## src/rtl/cam_pwr_seq.sv

```systemverilog
// rtl/cam_pwr_seq.sv - camera sensor power-up / reset / config sequencer
//
// Purpose:
//   Walks the sensor through power-down hold, reset hold and settle phases,
//   issues a single-cycle config request and then waits for the config
//   engine. A single shared down-counter is reloaded on entry to each timed
//   phase. All outputs are registered and decoded from the next state, so
//   there is no combinational path from any input to any output.
//
// Optional feature:
//   CAM_SEQ_TIMEOUT_EN - when defined, CFG_WAIT is bounded by cfg_timeout_g
//   cycles and expires into ERR. When undefined, CFG_WAIT waits forever and
//   error_o is tied to 0.
//
// Ports:
//   clk_i        in   system clock, rising edge
//   rst_i        in   synchronous reset, active-high
//   start_i      in   start/retry request, honoured in IDLE, READY and ERR
//   cfg_done_i   in   config engine finished, honoured in CFG_WAIT only
//   cam_pwdn_o   out  sensor power-down (1 = powered down)
//   cam_rst_n_o  out  sensor reset, active-low
//   cfg_start_o  out  one-cycle config request pulse
//   busy_o       out  sequence in progress
//   ready_o      out  sensor powered, out of reset and configured
//   error_o      out  config timeout
module cam_pwr_seq #(
  parameter int pwdn_cycles_g   = 4,
  parameter int rst_cycles_g    = 3,
  parameter int settle_cycles_g = 5,
  parameter int cfg_timeout_g   = 8
) (
  input  logic clk_i,
  input  logic rst_i,
  input  logic start_i,
  input  logic cfg_done_i,
  output logic cam_pwdn_o,
  output logic cam_rst_n_o,
  output logic cfg_start_o,
  output logic busy_o,
  output logic ready_o,
  output logic error_o
);

  localparam int max_ab_c  = (pwdn_cycles_g > rst_cycles_g) ? pwdn_cycles_g : rst_cycles_g;
  localparam int max_cd_c  = (settle_cycles_g > cfg_timeout_g) ? settle_cycles_g : cfg_timeout_g;
  localparam int max_c     = (max_ab_c > max_cd_c) ? max_ab_c : max_cd_c;
  localparam int cnt_w_c   = $clog2(max_c + 1);

  typedef logic [cnt_w_c-1:0] cnt_t;

  // Each phase loads (length - 1) so that the phase lasts exactly its length.
  localparam cnt_t pwdn_load_c   = cnt_t'(pwdn_cycles_g - 1);
  localparam cnt_t rst_load_c    = cnt_t'(rst_cycles_g - 1);
  localparam cnt_t settle_load_c = cnt_t'(settle_cycles_g - 1);
  localparam cnt_t cfg_load_c    = cnt_t'(cfg_timeout_g - 1);
  localparam cnt_t one_c         = cnt_t'(1);

  if (pwdn_cycles_g < 1) begin : g_bad_pwdn
    $error("cam_pwr_seq: pwdn_cycles_g must be >= 1");
  end
  if (rst_cycles_g < 1) begin : g_bad_rst
    $error("cam_pwr_seq: rst_cycles_g must be >= 1");
  end
  if (settle_cycles_g < 1) begin : g_bad_settle
    $error("cam_pwr_seq: settle_cycles_g must be >= 1");
  end
  if (cfg_timeout_g < 1) begin : g_bad_timeout
    $error("cam_pwr_seq: cfg_timeout_g must be >= 1");
  end

  typedef enum logic [2:0] {
    st_idle,
    st_pwdn_hold,
    st_rst_hold,
    st_settle,
    st_cfg_req,
    st_cfg_wait,
    st_ready,
    st_err
  } state_t;

  state_t state_q, state_d;
  cnt_t   cnt_q, cnt_d;

  logic pwdn_d, rst_n_d, cfg_start_d, busy_d, ready_d, error_d;

  // Next-state and counter update.
  always_comb begin
    state_d = state_q;
    cnt_d   = cnt_q;
    case (state_q)
      st_idle, st_ready, st_err: begin
        if (start_i) begin
          state_d = st_pwdn_hold;
          cnt_d   = pwdn_load_c;
        end
      end
      st_pwdn_hold: begin
        if (cnt_q == '0) begin
          state_d = st_rst_hold;
          cnt_d   = rst_load_c;
        end else begin
          cnt_d = cnt_q - one_c;
        end
      end
      st_rst_hold: begin
        if (cnt_q == '0) begin
          state_d = st_settle;
          cnt_d   = settle_load_c;
        end else begin
          cnt_d = cnt_q - one_c;
        end
      end
      st_settle: begin
        if (cnt_q == '0) begin
          state_d = st_cfg_req;
        end else begin
          cnt_d = cnt_q - one_c;
        end
      end
      st_cfg_req: begin
        state_d = st_cfg_wait;
        cnt_d   = cfg_load_c;
      end
      st_cfg_wait: begin
        // cfg_done_i takes priority over an expiring timeout in the same cycle.
        if (cfg_done_i) begin
          state_d = st_ready;
        end
`ifdef CAM_SEQ_TIMEOUT_EN
        else if (cnt_q == '0) begin
          state_d = st_err;
        end else begin
          cnt_d = cnt_q - one_c;
        end
`endif
      end
      default: begin
        state_d = st_idle;
        cnt_d   = '0;
      end
    endcase
  end

  // Output values for the state being entered; registered below so the
  // pins change on the same edge as the state.
  always_comb begin
    pwdn_d      = 1'b1;
    rst_n_d     = 1'b0;
    cfg_start_d = 1'b0;
    busy_d      = 1'b0;
    ready_d     = 1'b0;
    error_d     = 1'b0;
    case (state_d)
      st_pwdn_hold: begin
        busy_d = 1'b1;
      end
      st_rst_hold: begin
        pwdn_d = 1'b0;
        busy_d = 1'b1;
      end
      st_settle, st_cfg_wait: begin
        pwdn_d  = 1'b0;
        rst_n_d = 1'b1;
        busy_d  = 1'b1;
      end
      st_cfg_req: begin
        pwdn_d      = 1'b0;
        rst_n_d     = 1'b1;
        cfg_start_d = 1'b1;
        busy_d      = 1'b1;
      end
      st_ready: begin
        pwdn_d  = 1'b0;
        rst_n_d = 1'b1;
        ready_d = 1'b1;
      end
      st_err: begin
        error_d = 1'b1;
      end
      default: begin
        pwdn_d = 1'b1;
      end
    endcase
  end

  always_ff @(posedge clk_i) begin
    if (rst_i) begin
      state_q     <= st_idle;
      cnt_q       <= '0;
      cam_pwdn_o  <= 1'b1;
      cam_rst_n_o <= 1'b0;
      cfg_start_o <= 1'b0;
      busy_o      <= 1'b0;
      ready_o     <= 1'b0;
    end else begin
      state_q     <= state_d;
      cnt_q       <= cnt_d;
      cam_pwdn_o  <= pwdn_d;
      cam_rst_n_o <= rst_n_d;
      cfg_start_o <= cfg_start_d;
      busy_o      <= busy_d;
      ready_o     <= ready_d;
    end
  end

`ifdef CAM_SEQ_TIMEOUT_EN
  always_ff @(posedge clk_i) begin
    if (rst_i) begin
      error_o <= 1'b0;
    end else begin
      error_o <= error_d;
    end
  end
`else
  // ERR is unreachable without the timeout, so the error flag is a constant.
  logic unused_error;
  assign unused_error = error_d;
  assign error_o      = 1'b0;
`endif

endmodule

```

## config.mk

```make
export PLATFORM = sky130hd
export DESIGN_NAME = cam_pwr_seq
export DESIGN_NICKNAME = d
export VERILOG_FILES = /design/src/rtl/cam_pwr_seq.sv
export SDC_FILE = /design/constraint.sdc
export NUM_CORES = 1
export LEC_CHECK = 0
export BUFFER_PORTS_ARGS = -buffer_cell sky130_fd_sc_hd__buf_2
export CELL_PAD_IN_SITES_DETAIL_PLACEMENT = 1
export CELL_PAD_IN_SITES_GLOBAL_PLACEMENT = 2
export CORE_MARGIN = 5
export CORE_UTILIZATION = 30
export DETAILED_ROUTE_END_ITERATION = 7
export PLACE_DENSITY_LB_ADDON = 0.1
export SETUP_SLACK_MARGIN = 0.3
export SYNTH_ARGS = -nofsm -noshare
export SYNTH_HDL_FRONTEND = slang
export SYNTH_SLANG_ARGS = --single-unit
```

## constraint.sdc

```tcl
create_clock -name clk_i -period 3.43 [get_ports clk_i]
set_input_delay 0.343 -clock clk_i [delete_from_list [all_inputs] [get_ports clk_i]]
set_output_delay 0.343 -clock clk_i [all_outputs]
set_load 0.01 [all_outputs]
```

Word-level counts from Yosys, hierarchy flattened
Index checks and enable logic that the tools add are counted.
{"block": "word_totals", "ramBits": 0, "memories": 0, "latch_bits": 0, "romBits": 0, "regBits": 12, "elab_cells": 47, "output_inout_bits": 6, "in_bits": 4}
{"block": "op_classes", "n_lt_le_gt_ge": 0, "muxes": 16, "bitwise": 0, "n_eq_ne": 15, "n_reduce_logical": 8, "div_mod_pow": 0, "multipliers": 0, "add_sub_neg": 1, "n_shift": 0}
{"operator": "$eq A3 B3 Y1 const B", "n": 7}
{"operator": "$pmux W4 S5", "n": 1}
{"operator": "$pmux W3 S6", "n": 1}
{"operator": "$mux W4", "n": 4}
{"operator": "$mux W3", "n": 5}
{"operator": "$eq A3 B2 Y1 const B", "n": 4}
{"operator": "$reduce_or A5 Y1", "n": 2}
{"operator": "$eq A3 B1 Y1 const B", "n": 2}
{"operator": "$mux W1", "n": 5}
{"operator": "$reduce_bool A5 Y1", "n": 1}
{"operator": "$logic_not A4 Y1", "n": 1}
{"operator": "$ne A2 B2 Y1 const B", "n": 2}
{"operator": "$reduce_or A4 Y1", "n": 1}
{"operator": "$sub A4 B1 Y4 const B", "n": 1}
{"operator": "$logic_not A3 Y1", "n": 1}
{"operator": "$reduce_and A3 Y1", "n": 1}
{"operator": "$reduce_or A3 Y1", "n": 1}

Logic depth before layout (Yosys ltp)
{"block": "depth", "ltp_word": 6, "depth_mapped": 6}

Worst setup path after synthesis
OpenSTA, ideal clock, no wires.
{"block": "synth_path", "kind": "register -> register", "start": "register cnt_q[0]", "end": "register state_q[1]", "required_ns": 3.301, "arrival_ns": 1.414, "path_slack_ns": 1.887, "setup_time_ns": 0.129, "period_less_slack_ns": 1.543, "stages_incl_launch_ff": 7, "n_path_buf": 0, "path_cell_list": "dfxtp_1 -> inv_1 -> ha_1 -> nor3b_4 -> or3_2 -> o211a_1 -> nor2b_1"}
{"block": "synth_between", "elab_chain_len": 3}
{"item": "start: declaration", "line": "83", "text": "cnt_t cnt_q, cnt_d;"}
{"item": "start signal: assignment", "line": "198", "text": "cnt_q <= cnt_d;"}
{"item": "$logic_not A4 Y1 *", "line": "99, 107, 115"}
{"item": "$mux W3 (on tied branches)", "line": "115, 107, 99"}
{"item": "$pmux W3 S6 *", "line": "91", "text": "case (state_q)"}
{"item": "end signal: assignment", "line": "189", "text": "state_q <= st_idle;"}
{"item": "end signal: assignment", "line": "197", "text": "state_q <= state_d;"}
{"item": "end: declaration", "line": "82", "text": "state_t state_q, state_d;"}
Every way passes the cells marked *; elsewhere a longest branch is shown, timed or not.
A chain may end at the register's enable or synchronous reset.

Final worst setup path
{"block": "layout_path", "start": "register cnt_q[0]", "end": "register cnt_q[3]"}
{"block": "layout_between", "elab_chain_len": 3}
{"item": "$sub A4 B1 Y4 / $logic_not A4 Y1 (equally long branches)"}
{"item": "$mux W4 (tied with other cells)", "line": "115", "text": "if (cnt_q == '0) begin"}
{"item": "$pmux W4 S5 / $reduce_and A3 Y1 (equally long branches)"}
Parallel ways exist; a longest one is shown, timed or not. The select of a mux whose other input is x is not followed.

==> flow_summary.json <==
{
  "critical_path.top_delay_family": "simple AND/OR/NAND/NOR gates",
  "fill_cells": 273,
  "startpoint_type": "flip-flop",
  "critPathKind": "reg2reg",
  "critical_path.cell_chain": "inv_1, ha_1, nor3b_4, nand3_2, a32o_2, o311ai_2",
  "grt-ovfl-total": 0,
  "antenna_found_initial": 0,
  "vdd_drop_max_v": 0.000244,
  "drtAntennaViolNets": 0,
  "rsz0062_at_grt": "no",
  "syn_inst": 78,
  "io_buffers": 8,
  "min_path_type": "in2reg",
  "core_sq_mm": 0.00217,
  "drive_above_1_share": 0.247,
  "rrSetupSlack_ns": 1.67,
  "synth_seq_cells": 12,
  "htreeDepth": 1,
  "fin_crit_sh": 0.514,
  "yosysWarnings": 0,
  "syn_nets": 83,
  "run_status": "finished clean",
  "num_rows": 17,
  "ys_seq_area_frac": 0.360,
  "drt_pre_antenna_iters": 4,
  "finClkSkew_ns": 0.00296,
  "grt_first_pass_wirelength_microns": 2570,
  "routed_wl_microns": 1520,
  "post_cts_buffers": 0,
  "grt_pass1_vias": 550,
  "setup_viol": 0,
  "max_freq_ghz": 0.567,
  "wl_per_cell_microns": 13.5,
  "powerDensity_mw_per_mm2": 779,
  "fp.dieArea_sq_mm": 0.00327,
  "endpoint_kind": "flip-flop",
  "numCtsBuffers": 3,
  "grt_start_max_net_pins": 15,
  "area_growth_pct": 13.1,
  "cp.required_ns": 3.62,
  "initialDrtViolationCount": 8,
  "place_hpwl_microns": 1100,
  "cts_resized": 0,
  "synth_cell_type_count": 39,
  "crit_buf_inv": 1,
  "clkSinkCount": 12,
  "setup_tns_ns": 0,
  "max_stage_delay_ns": 0.44,
  "post-place-ws_ns": 1.68,
  "insertion_delay_ns": 0.27,
  "syn_area_sq_um": 668,
  "p_leak_nw": 0.289,
  "initial_utilization": 0.308,
  "cts_root_buf": "clkbuf_4",
  "synth_top_cell_area_share": 0.360,
  "io_pins": 10,
  "maxSlewViolCount": 0,
  "nets": 91,
  "cts_buffer_depth": 2,
  "regArea_sq_um": 240,
  "min_period_ns": 1.76,
  "synth_area_per_cell_sq_um": 8.57,
  "hold_violations": 0,
  "die_h_microns": 57.2,
  "vias_per_cell": 5.16,
  "drc": 0,
  "place.gp.congestion": 0.632,
  "cp.arrival_ns": 1.95,
  "vias": 583,
  "diodes": 0,
  "yosys-top-cells-area": "dfxtp_1 (36%), nor2_1 (5.6%), a31oi_1 (3.7%), inv_1 (2.8%), nor3b_4 (2.8%)",
  "postCtsHoldBufs": 0,
  "clk_pin_slew_ns": 0.08,
  "critPathMaxFanout": 10,
  "track_usage": 0.0987,
  "multi_input_area_sq_um": 382,
  "die_w_microns": 57.2,
  "setup_ws_ns": 1.67,
  "drv_cap": 0,
  "tritoncts": "done",
  "crit_slowest_cell": "nor3b_4",
  "synth_area_leader_cell": "dfxtp_1"
}
-- worst paths after layout --
| check | from | endpoint | cells after the start |
|---|---|---|---|
| worst min-delay path | rst_i | busy_o | 2 |
| worst min register to register | cnt_q[0] | cnt_q[0] | 1 |
| worst max register to register | cnt_q[0] | cnt_q[3] | 6 |
| worst max-delay path | cnt_q[0] | cnt_q[3] | 6 |
-- cell usage after synthesis, drive strengths merged --
cell type / instances
o311ai: 2
or2b: 1
buf: 2
mux2i: 1
a21oi: 3
nand3b: 1
ha: 1
a31o: 1
and2: 1
nand3: 1
a31oi: 4
a211oi: 2
dfxtp: 12
nor2: 10
o211a: 1
nor3b: 2
inv: 6
or2: 1
mux2: 1
o21ai: 3
o21a: 2
clkbuf: 3
o32ai: 1
nor2b: 2
o211ai: 1
or3: 1
xnor2: 1
or4b: 1
nand4b: 1
nor3: 2
a32o: 1
nand2: 2
conb: 1
nand2b: 2
a211o: 1
-- cells in the final DEF, fill, tap and decap left out, types with 2 or more instances in the layout --
cell type,Yosys,routed
nand2b_1,2,2
o21ai_0,3,3
a211oi_1,2,2
nand2_1,2,2
nor2b_1,2,2
buf_2,1,8
clkbuf_4,0,3
nor3_1,2,2
inv_1,5,5
a31oi_1,4,4
a21oi_1,3,3
o21a_1,2,2
nor2_1,10,10
dfxtp_1,12,12
-- kinds of logic after synthesis --
logic type,share of synthesized area
XOR/XNOR,0.0131
AO/OA/AOI/OAI,0.247
other,0.00561
multiplexers,0.0318
buffers and inverters,0.0693
flip-flops,0.360
adder cells (fa/ha/maj),0.0187
AND/OR/NAND/NOR,0.255
-- metal layers --
layer | global-route usage | vias to the layer above | wire length (microns)
met5 | 0 | - | 0
met2 | 0.145 | 8 | 666
met3 | 0.0271 | 4 | 61
met1 | 0.136 | 276 | 768
met4 | 0.0397 | 0 | 27
li1 | - | 295 | -
-- metrics by stage --
step	cells	area, sq um	total power [mW]	hold WS (ns)	util
4_1_cts	113	756	0.596	0.404	0.348
3_3_place_gp	109	719	0.480	0.495	0.332
3_5_place_dp	109	719	0.478	0.508	0.332
6_report	113	756	0.588	0.407	0.348
5_1_grt	113	756	0.636	0.405	0.348
2_1_floorplan	78	668	0.422	0.464	-
-- state kept, by name, summed over array words and instances, names as in the netlist --
name         flops
cam_pwdn_o       1
cam_rst_n_o      1
ready_o          1
state_q          3
cnt_q            4
cfg_start_o      1
busy_o           1
-- report_power, final --
group / leakage [nW] / switching, mW / internal, mW
Sequential: 0.0984 / 0.0514 / 0.173
Combinational: 0.170 / 0.126 / 0.122
Clock: 0.0210 / 0.0512 / 0.0645
-- worst register-to-register path, cell delays in order (launching register included) --
cell	delay, ns
dfxtp_1	0.34
inv_1	0.06
ha_1	0.18
nor3b_4	0.44
nand3_2	0.15
a32o_2	0.31
o311ai_2	0.20
-- area by class of cell --
cell class                      instances  area share
Timing Repair Buffer                    8      0.0530
Tap cell                               28      0.0464
Inverter                                6      0.0298
Multi-Input combinational cell         55       0.505
Clock buffer                            4      0.0480
Sequential cell                        12       0.318
(Power assumes the default switching activity.)
